## config.mk

```make
export PLATFORM = sky130hd
export DESIGN_NAME = iir_mc_biquad
export DESIGN_NICKNAME = d
export VERILOG_FILES = /design/src/rtl/iir_pkg.sv /design/src/rtl/iir_sat_round.sv /design/src/rtl/iir_mc_biquad.sv
export SDC_FILE = /design/constraint.sdc
export NUM_CORES = 2
export LEC_CHECK = 0
export ABC_AREA = 1
export CAP_MARGIN = 20
export CORE_MARGIN = 2
export CORE_UTILIZATION = 39
export DETAILED_ROUTE_END_ITERATION = 8
export SLEW_MARGIN = 20
export SYNTH_ARGS = -nofsm -noshare
export SYNTH_HDL_FRONTEND = slang
export SYNTH_SLANG_ARGS = --single-unit
```

## constraint.sdc

```tcl
create_clock -name clk -period 24.7 [get_ports clk]
set_input_delay 4.94 -clock clk [delete_from_list [all_inputs] [get_ports clk]]
set_output_delay 4.94 -clock clk [all_outputs]
set_load 0.01 [all_outputs]
```

## src/rtl/iir_pkg.sv

```systemverilog
// Shared constants for the multi-channel biquad: coefficient map, FSM encoding
// and accumulator sizing.
package iir_pkg;

  localparam logic [2:0] CoefB0 = 3'd0;
  localparam logic [2:0] CoefB1 = 3'd1;
  localparam logic [2:0] CoefB2 = 3'd2;
  localparam logic [2:0] CoefA1 = 3'd3;
  localparam logic [2:0] CoefA2 = 3'd4;

  // The MAC step index doubles as the coefficient address; the last step is a2.
  localparam logic [2:0] MacLast = CoefA2;

  typedef enum logic [1:0] {
    StIdle,
    StMac,
    StOut
  } state_e;

  function automatic int unsigned acc_width(input int unsigned wl, input int unsigned cw);
    return wl + cw + 3;
  endfunction

endpackage

```

## src/rtl/iir_sat_round.sv

```systemverilog
// Round-half-up, arithmetic shift by FRAC, then saturate (SAT=1) or wrap (SAT=0)
// the accumulator down to a WL-bit sample.
module iir_sat_round #(
  parameter int unsigned AW   = 35,
  parameter int unsigned WL   = 16,
  parameter int unsigned FRAC = 14,
  parameter int unsigned SAT  = 1
) (
  input  logic signed [AW-1:0] acc,
  output logic signed [WL-1:0] res
);

  localparam logic signed [AW:0] Half = {{AW{1'b0}}, 1'b1} << (FRAC - 1);
  localparam logic signed [AW:0] MaxV = {{(AW - WL + 2){1'b0}}, {(WL - 1){1'b1}}};
  localparam logic signed [AW:0] MinV = -MaxV - 1;

  logic signed [AW:0] sum;
  logic signed [AW:0] shifted;

  // One guard bit so the rounding add cannot overflow.
  assign sum     = $signed({acc[AW-1], acc}) + Half;
  assign shifted = sum >>> FRAC;

  always_comb begin
    res = shifted[WL-1:0];
    if (SAT != 0) begin
      if (shifted > MaxV) begin
        res = MaxV[WL-1:0];
      end else if (shifted < MinV) begin
        res = MinV[WL-1:0];
      end
    end
  end

endmodule

```

## src/rtl/iir_mc_biquad.sv

```systemverilog
// Multi-channel direct-form-I biquad sharing one multiplier; each accepted
// sample takes 5 MAC cycles plus one output cycle.
module iir_mc_biquad
  import iir_pkg::*;
#(
  parameter int unsigned WL   = 16,
  parameter int unsigned CW   = 16,
  parameter int unsigned FRAC = 14,
  parameter int unsigned NCH  = 4,
  parameter int unsigned SAT  = 1
) (
  input  logic                     clk,
  input  logic                     nrst,
  input  logic                     enable,
  input  logic                     in_valid,
  output logic                     in_ready,
  input  logic [$clog2(NCH)-1:0]   in_ch,
  input  logic signed [WL-1:0]     din_x,
  input  logic                     coef_we,
  input  logic [2:0]               coef_addr,
  input  logic signed [CW-1:0]     coef_data,
  output logic                     out_valid,
  output logic [$clog2(NCH)-1:0]   out_ch,
  output logic signed [WL-1:0]     data_out
);

  localparam int unsigned CHW = $clog2(NCH);
  localparam int unsigned AW  = acc_width(WL, CW);
  localparam int unsigned PW  = WL + CW;

  state_e                state_q;
  logic [2:0]            mac_cnt_q;
  logic [CHW-1:0]        ch_q;
  logic signed [WL-1:0]  x_q;
  logic signed [AW-1:0]  acc_q;
  logic signed [CW-1:0]  b0_q, b1_q, b2_q, a1_q, a2_q;
  logic signed [WL-1:0]  x1_q [NCH];
  logic signed [WL-1:0]  x2_q [NCH];
  logic signed [WL-1:0]  y1_q [NCH];
  logic signed [WL-1:0]  y2_q [NCH];
  logic                  out_valid_q;
  logic [CHW-1:0]        out_ch_q;
  logic signed [WL-1:0]  data_out_q;

  logic signed [CW-1:0]  coef_sel;
  logic signed [WL-1:0]  data_sel;
  logic signed [PW-1:0]  prod;
  logic signed [AW-1:0]  prod_ext;
  logic signed [WL-1:0]  y_new;

  always_comb begin
    coef_sel = b0_q;
    data_sel = x_q;
    unique case (mac_cnt_q)
      CoefB0: begin coef_sel = b0_q; data_sel = x_q;        end
      CoefB1: begin coef_sel = b1_q; data_sel = x1_q[ch_q]; end
      CoefB2: begin coef_sel = b2_q; data_sel = x2_q[ch_q]; end
      CoefA1: begin coef_sel = a1_q; data_sel = y1_q[ch_q]; end
      default: begin coef_sel = a2_q; data_sel = y2_q[ch_q]; end
    endcase
    prod     = PW'(coef_sel) * PW'(data_sel);
    prod_ext = AW'(prod);
  end

  iir_sat_round #(
    .AW   (AW),
    .WL   (WL),
    .FRAC (FRAC),
    .SAT  (SAT)
  ) u_sat_round (
    .acc (acc_q),
    .res (y_new)
  );

  always_ff @(posedge clk or negedge nrst) begin
    if (!nrst) begin
      state_q     <= StIdle;
      mac_cnt_q   <= '0;
      ch_q        <= '0;
      x_q         <= '0;
      acc_q       <= '0;
      b0_q        <= '0;
      b1_q        <= '0;
      b2_q        <= '0;
      a1_q        <= '0;
      a2_q        <= '0;
      out_valid_q <= 1'b0;
      out_ch_q    <= '0;
      data_out_q  <= '0;
      for (int unsigned i = 0; i < NCH; i++) begin
        x1_q[i] <= '0;
        x2_q[i] <= '0;
        y1_q[i] <= '0;
        y2_q[i] <= '0;
      end
    end else begin
      out_valid_q <= 1'b0;
      if (coef_we && state_q == StIdle) begin
        case (coef_addr)
          CoefB0:  b0_q <= coef_data;
          CoefB1:  b1_q <= coef_data;
          CoefB2:  b2_q <= coef_data;
          CoefA1:  a1_q <= coef_data;
          CoefA2:  a2_q <= coef_data;
          default: ;
        endcase
      end
      if (enable) begin
        unique case (state_q)
          StIdle: begin
            // Out-of-range channels are accepted and silently discarded.
            if (in_valid && 32'(in_ch) < NCH) begin
              state_q   <= StMac;
              x_q       <= din_x;
              ch_q      <= in_ch;
              acc_q     <= '0;
              mac_cnt_q <= '0;
            end
          end
          StMac: begin
            acc_q     <= (mac_cnt_q >= CoefA1) ? acc_q - prod_ext : acc_q + prod_ext;
            mac_cnt_q <= mac_cnt_q + 3'd1;
            if (mac_cnt_q == MacLast) begin
              state_q <= StOut;
            end
          end
          StOut: begin
            out_valid_q   <= 1'b1;
            out_ch_q      <= ch_q;
            data_out_q    <= y_new;
            x2_q[ch_q]    <= x1_q[ch_q];
            x1_q[ch_q]    <= x_q;
            y2_q[ch_q]    <= y1_q[ch_q];
            y1_q[ch_q]    <= y_new;
            state_q       <= StIdle;
          end
          default: state_q <= StIdle;
        endcase
      end
    end
  end

  assign in_ready  = nrst && enable && (state_q == StIdle);
  assign out_valid = out_valid_q;
  assign out_ch    = out_ch_q;
  assign data_out  = data_out_q;

endmodule

```

* After elaboration in Yosys (flattened, before gate mapping) *
Index checks and enable logic that the tools add are counted.

operators by class
  add/sub/neg operators = 4
  multiply operators = 1
  divide/modulo/power cells = 0
  $lt $le $gt $ge = 5
  equal/unequal tests = 12
  shift operators = 0
  muxes and demuxes = 32
  bitwise operators = 1
  reductions and logical operators = 17

operators with widths
  operator                                                                            count
  64-bit bitwise mux                                                                  4
  16-bit two-way mux                                                                  11
  16-bit binary-select mux with 2-bit select                                          4
  16-bit one-hot mux with 4 select lines                                              2
  35-bit two-way mux                                                                  2
  35-bit one-hot mux with 2 select lines                                              1
  35-bit by 15-bit adder with 36-bit output (second input constant)                   1
  35-bit by 32-bit adder with 35-bit output                                           1
  35-bit by 32-bit subtractor with 35-bit output                                      1
  16-bit demux with 2-bit select                                                      1
  16-bit by 16-bit multiplier with 32-bit output                                      1
  22-bit by 16-bit greater-than comparator with 1-bit output (second input constant)  1
  22-bit by 16-bit < comparator with 1-bit output (second input constant)             1
  3-bit by 2-bit == test with 1-bit output (second input constant)                    4
  2-bit AND reduction                                                                 6
  3-bit AND reduction                                                                 3
  3-bit by 1-bit == test with 1-bit output (second input constant)                    2
  3-bit == test (second input constant)                                               2
  3-bit logical NOT                                                                   2
  3-bit one-hot mux with 2 select lines                                               1
  1-bit logical AND                                                                   4
  2-bit two-way mux                                                                   2
  2-bit inequality test (second input constant)                                       2
  2-bit one-hot mux with 2 select lines                                               1
  other kinds (11)                                                                    12

word-level totals
  register bits after elaboration = 413
  latch bits = 0
  memory bits (writable) = 0
  bits in read-only memories = 0
  bits of input ports = 42
  output and inout port bits = 20
  memories = 0

* Depth between registers and ports, before layout *
  word-level depth = 9
  depth in mapped cells = 61

* Cells and area by module *
From an unflattened synthesis, not the netlist that was laid out.

second synthesis, totals
  cells, all modules = 4070
  area total of the unflattened synthesis = 31745.4 µm²

by module, submodules not included
  module         times used  cells each  area each (µm²)
  iir_mc_biquad  1           3928        30984.7
  iir_sat_round  1           142         760.7

* Worst setup path after synthesis *
OpenSTA, ideal clock, no wires.

  path type = input -> output
  start point = in nrst
  end point = out in_ready
  arrival = 5.149 ns
  slack = 14.611 ns
  stages = 2
  path through = nand2_1 nor2_1

between the ends
  word-level cells in the longest chain between the ends = 2

ends and longest elaborated chain
  item                             RTL line              text
  start, declared                  iir_mc_biquad.sv:13   input logic nrst,
  1-bit logical AND (2 in series)  iir_mc_biquad.sv:143  assign in_ready = nrst && enable && (state_q == StIdle);
  end, declared                    iir_mc_biquad.sv:16   output logic in_ready,

Every way passes these cells.

* Final worst setup path *
  start point = reg mac_cnt_q[0]
  end point = reg acc_q[33]

between the ends
  word-level cells in the longest chain between the ends = 6
  elaborated cells between the ends (all ways) = 12

ends and longest elaborated chain
  item                                                                                                         RTL line              text
  start, declared                                                                                              iir_mc_biquad.sv:32   logic [2:0] mac_cnt_q;
  start signal, assigned                                                                                       iir_mc_biquad.sv:122  mac_cnt_q <= mac_cnt_q + 3'd1;
  3-bit by 2-bit == test with 1-bit output (tied with other cells)                                             iir_mc_biquad.sv:54   unique case (mac_cnt_q)
  16-bit one-hot mux with 4 select lines                                                                       iir_mc_biquad.sv:54
  16-bit by 16-bit multiplier with 32-bit output                                                               iir_mc_biquad.sv:61   prod = PW'(coef_sel) * PW'(data_sel);
  35-bit by 32-bit adder with 35-bit output or 35-bit by 32-bit subtractor with 35-bit output (tied branches)  iir_mc_biquad.sv:121  acc_q <= (mac_cnt_q >= CoefA1) ? acc_q - prod_ext : acc_q + prod_ext;
  35-bit two-way mux *                                                                                         iir_mc_biquad.sv:121
  35-bit one-hot mux with 2 select lines *                                                                     iir_mc_biquad.sv:109  unique case (state_q)
  end signal, assigned                                                                                         iir_mc_biquad.sv:121
  end, declared                                                                                                iir_mc_biquad.sv:35   logic signed [AW-1:0] acc_q;

Mark *: on every way between the ends. The rest lies on a longest branch, timed or not.
A chain may end at the register's enable or synchronous reset.

==> flow_summary.toml <==
[cts]
cts-hold-fix-buffers = 0
cts_repair_resizes = 0
clk_transition_reported_paths_ps = 60
cts_root_buf = "sky130_fd_sc_hd__clkbuf_16"
post_cts.repair.setup_buffers = 0
cts_tree = "yes"
tritoncts.num_buffers = 45
htree_num_levels = 2
buffers_from_clock_root_to_sink_at_most = 3
insertion_delay_ps = 610
cts.sink_count = 413

[routing]
first_pass_drt_iterations = 6
post_drt_via_cell_ratio = 5.12
detail-route-antenna-nets = 0
total_drc_errors_in_the_routed_layout = 0
average_routed_wire_per_standard_cell_um = 17.7
num_vias = 26400
drt_first_iter_violations = 2161
routed_wl_um = 91100

[grt]
grt_overflow = 0
grt_start_max_net_pins = 89
grt_antenna_before_repair = 0
grt_first_pass_wirelength_um = 148000
grt_pass1_vias = 26100
grt_util_all_layers_pct = 22.3

[placement]
gp_congestion = 0.918
dp.final_hpwl_um = 66200
numPortBuffers = 61

[die]
core_area_um2 = 80700
die_w_um = 290
floorplan.initialDensity_pct = 39.5
die_h_um = 290
std_cell_rows = 104
fp.dieArea_um2 = 84000
ios = 62

[timing]
final.setup_skew_ps = 44.5
grt_setup_unrepaired = "false"
fmax_mhz = 86.6
timing.final.hold_violations = 0
setup-violations-final = 0
totalNegativeSetupSlack_ps = 0
timing.final.crit_share_pct = 46.8
timing.max_slew.rel_slack_pct = 26.5
finalWorstPathRequiredPeriod_ps = 11550
report.final.slew_viol_count = 0
tightestPinTransition_ps = 1100

[worst_setup_path]
worst_ep_arrival_time_ps = 12000
crit_path_frequent_cell = "sky130_fd_sc_hd__nand2_1"
critPathLaunchType = "flip-flop"
worst_setup_end_kind = "flip-flop"
cpPeakStageDelay_ps = 590
critical_path.slowest_cell = "sky130_fd_sc_hd__fa_1"
largest_driver_fanout_on_the_critical_path = 28
critPathRequiredTime_ps = 25140
timing_worst_setup_path_type = "reg -> reg"

[logic_synthesis]
syn_area_um2 = 31900
yosysWarnings = 0
post_synth.cell_area_avg_um2 = 7.84
post-synth-top-area-cell = "sky130_fd_sc_hd__dfrtp_1"
yosys_register_bits = 413
portion_of_synthesized_cell_area_occupied_by_the_leading_cell_type_pct = 32.4
synth-edff-count = 0
leading_register_cell_type_out_of_synthesis = "sky130_fd_sc_hd__dfrtp_1"
synthesis.nets = 4489
post_synth_num_cell_types = 59
synthTopCellsByArea = "sky130_fd_sc_hd__dfrtp_1 (32%), sky130_fd_sc_hd__fa_1 (17%), sky130_fd_sc_hd__nand2_1 (13%)"
yosys-top-cells-count = "sky130_fd_sc_hd__nand2_1 (1110), sky130_fd_sc_hd__inv_1 (651), sky130_fd_sc_hd__dfrtp_1 (413), sky130_fd_sc_hd__nor2_1 (356), sky130_fd_sc_hd__o21ai_0 (332)"
synth-seq-area-share_pct = 32.4
netlist_instances = 4061
asyncSetResetFlopFracSynth_pct = 100
yosys.cell_count.top_type = "sky130_fd_sc_hd__nand2_1"

[status]
outcome = "finished clean"

[run]
drv.max_cap_violation_count = 0

[final_layout]
insertedDiodeCount = 0
share_of_post_route_cells_with_drive_strength_above_1_pct = 5.27
core_util_final_pct = 43.3
nets_finish = 4493
flow.area_growth_from_synthesis_pct = 9.71
filler_cell_count = 8116

[min_path]
timing.hold.worst.class = "reg -> reg"
==> critical path: cells and delay by family, from the launching register on <==
kind	cells	cell delay, ps
buf+inv	12	2510
fa+ha+maj	10	4280
compound gates	4	900
simple gates	24	3310
flops	1	400
==> layout make-up <==
cell class,instances,area [um2],area share [%]
clock buffers,58,1210,3.48
multi-input cells,2819,18300,52.5
inverters,682,2560,7.33
well taps,1060,1330,3.80
clock inverters,19,228,0.652
repair buffers,104,942,2.70
flip-flops and latches,413,10300,29.6
==> logic make-up (layout without fill, tap and decap cells) <==
| kind of cell | after synthesis | after routing | synth area share (%) |
|---|---|---|---|
| AND/OR/NAND/NOR | 1691 | 1691 | 21.7 |
| buffers and inverters | 829 | 863 | 10.1 |
| AO/OA/AOI/OAI | 679 | 679 | 12.6 |
| flip-flops | 413 | 413 | 32.4 |
| adder cells (fa/ha/maj) | 386 | 386 | 21.4 |
| XOR/XNOR | 63 | 63 | 1.76 |
==> path summary, 6_finish.rpt <==
kind / slack, ps / cells past startpoint / start / to
max: 13150 / 50 / mac_cnt_q[0] / acc_q[33]
min: 470 / 2 / y2_q[48] / y2_q[48]
max reg2reg: 13150 / 50 / mac_cnt_q[0] / acc_q[33]
min reg2reg: 470 / 2 / y2_q[48] / y2_q[48]
max in group asynchronous: 17410 / 4 / nrst / b2_q[12]
min in group asynchronous: 4360 / 1 / nrst / acc_q[9]
==> sequential cells by signal, indices dropped and copies added (netlist names) <==
signal / flops
a1_q: 16
a2_q: 16
acc_q: 35
b0_q: 16
b1_q: 16
b2_q: 16
ch_q: 2
data_out: 16
mac_cnt_q: 3
out_ch: 2
out_valid: 1
state_q: 2
x1_q: 64
x2_q: 64
x_q: 16
y1_q: 64
y2_q: 64
==> metrics by stage <==
step	setup WS [ps]	hold slack (ps)	cell area, um2	instances
2_1_floorplan	14610	442	31900	4061
4_1_cts	13140	475	34900	5155
3_3_place_gp	13190	454	33500	5078
6_report	13150	473	34900	5155
3_5_place_dp	13190	460	33500	5078
5_1_grt	12180	499	34900	5155
==> metal layers <==
layer / up-vias / routed length [um] / global-route usage [%]
li1: 12800 / - / -
met5: - / 0 / 0
met1: 12800 / 42200 / 32.1
met4: 0 / 2560 / 6.12
met2: 750 / 40500 / 34.7
met3: 121 / 5860 / 3.77
==> cells in the final DEF, fill, tap and decap left out, types with 32 or more instances in the layout <==
cell and instances:
sky130_fd_sc_hd__nand2_1 1110, sky130_fd_sc_hd__inv_1 649, sky130_fd_sc_hd__dfrtp_1 413, sky130_fd_sc_hd__nor2_1 352, sky130_fd_sc_hd__o21ai_0 331, sky130_fd_sc_hd__fa_1 264
sky130_fd_sc_hd__ha_1 122, sky130_fd_sc_hd__a21oi_1 105, sky130_fd_sc_hd__nand3_1 91, sky130_fd_sc_hd__clkdlybuf4s50_1 60, sky130_fd_sc_hd__o22ai_1 56, sky130_fd_sc_hd__nand4_1 46
sky130_fd_sc_hd__a31oi_1 46, sky130_fd_sc_hd__xor2_1 45, sky130_fd_sc_hd__clkbuf_16 45, sky130_fd_sc_hd__buf_4 42, sky130_fd_sc_hd__a22oi_1 32
Power is left out: the tool's default activity adds up to more than one toggle a clock period on the data nets, which glitch-free logic cannot reach.
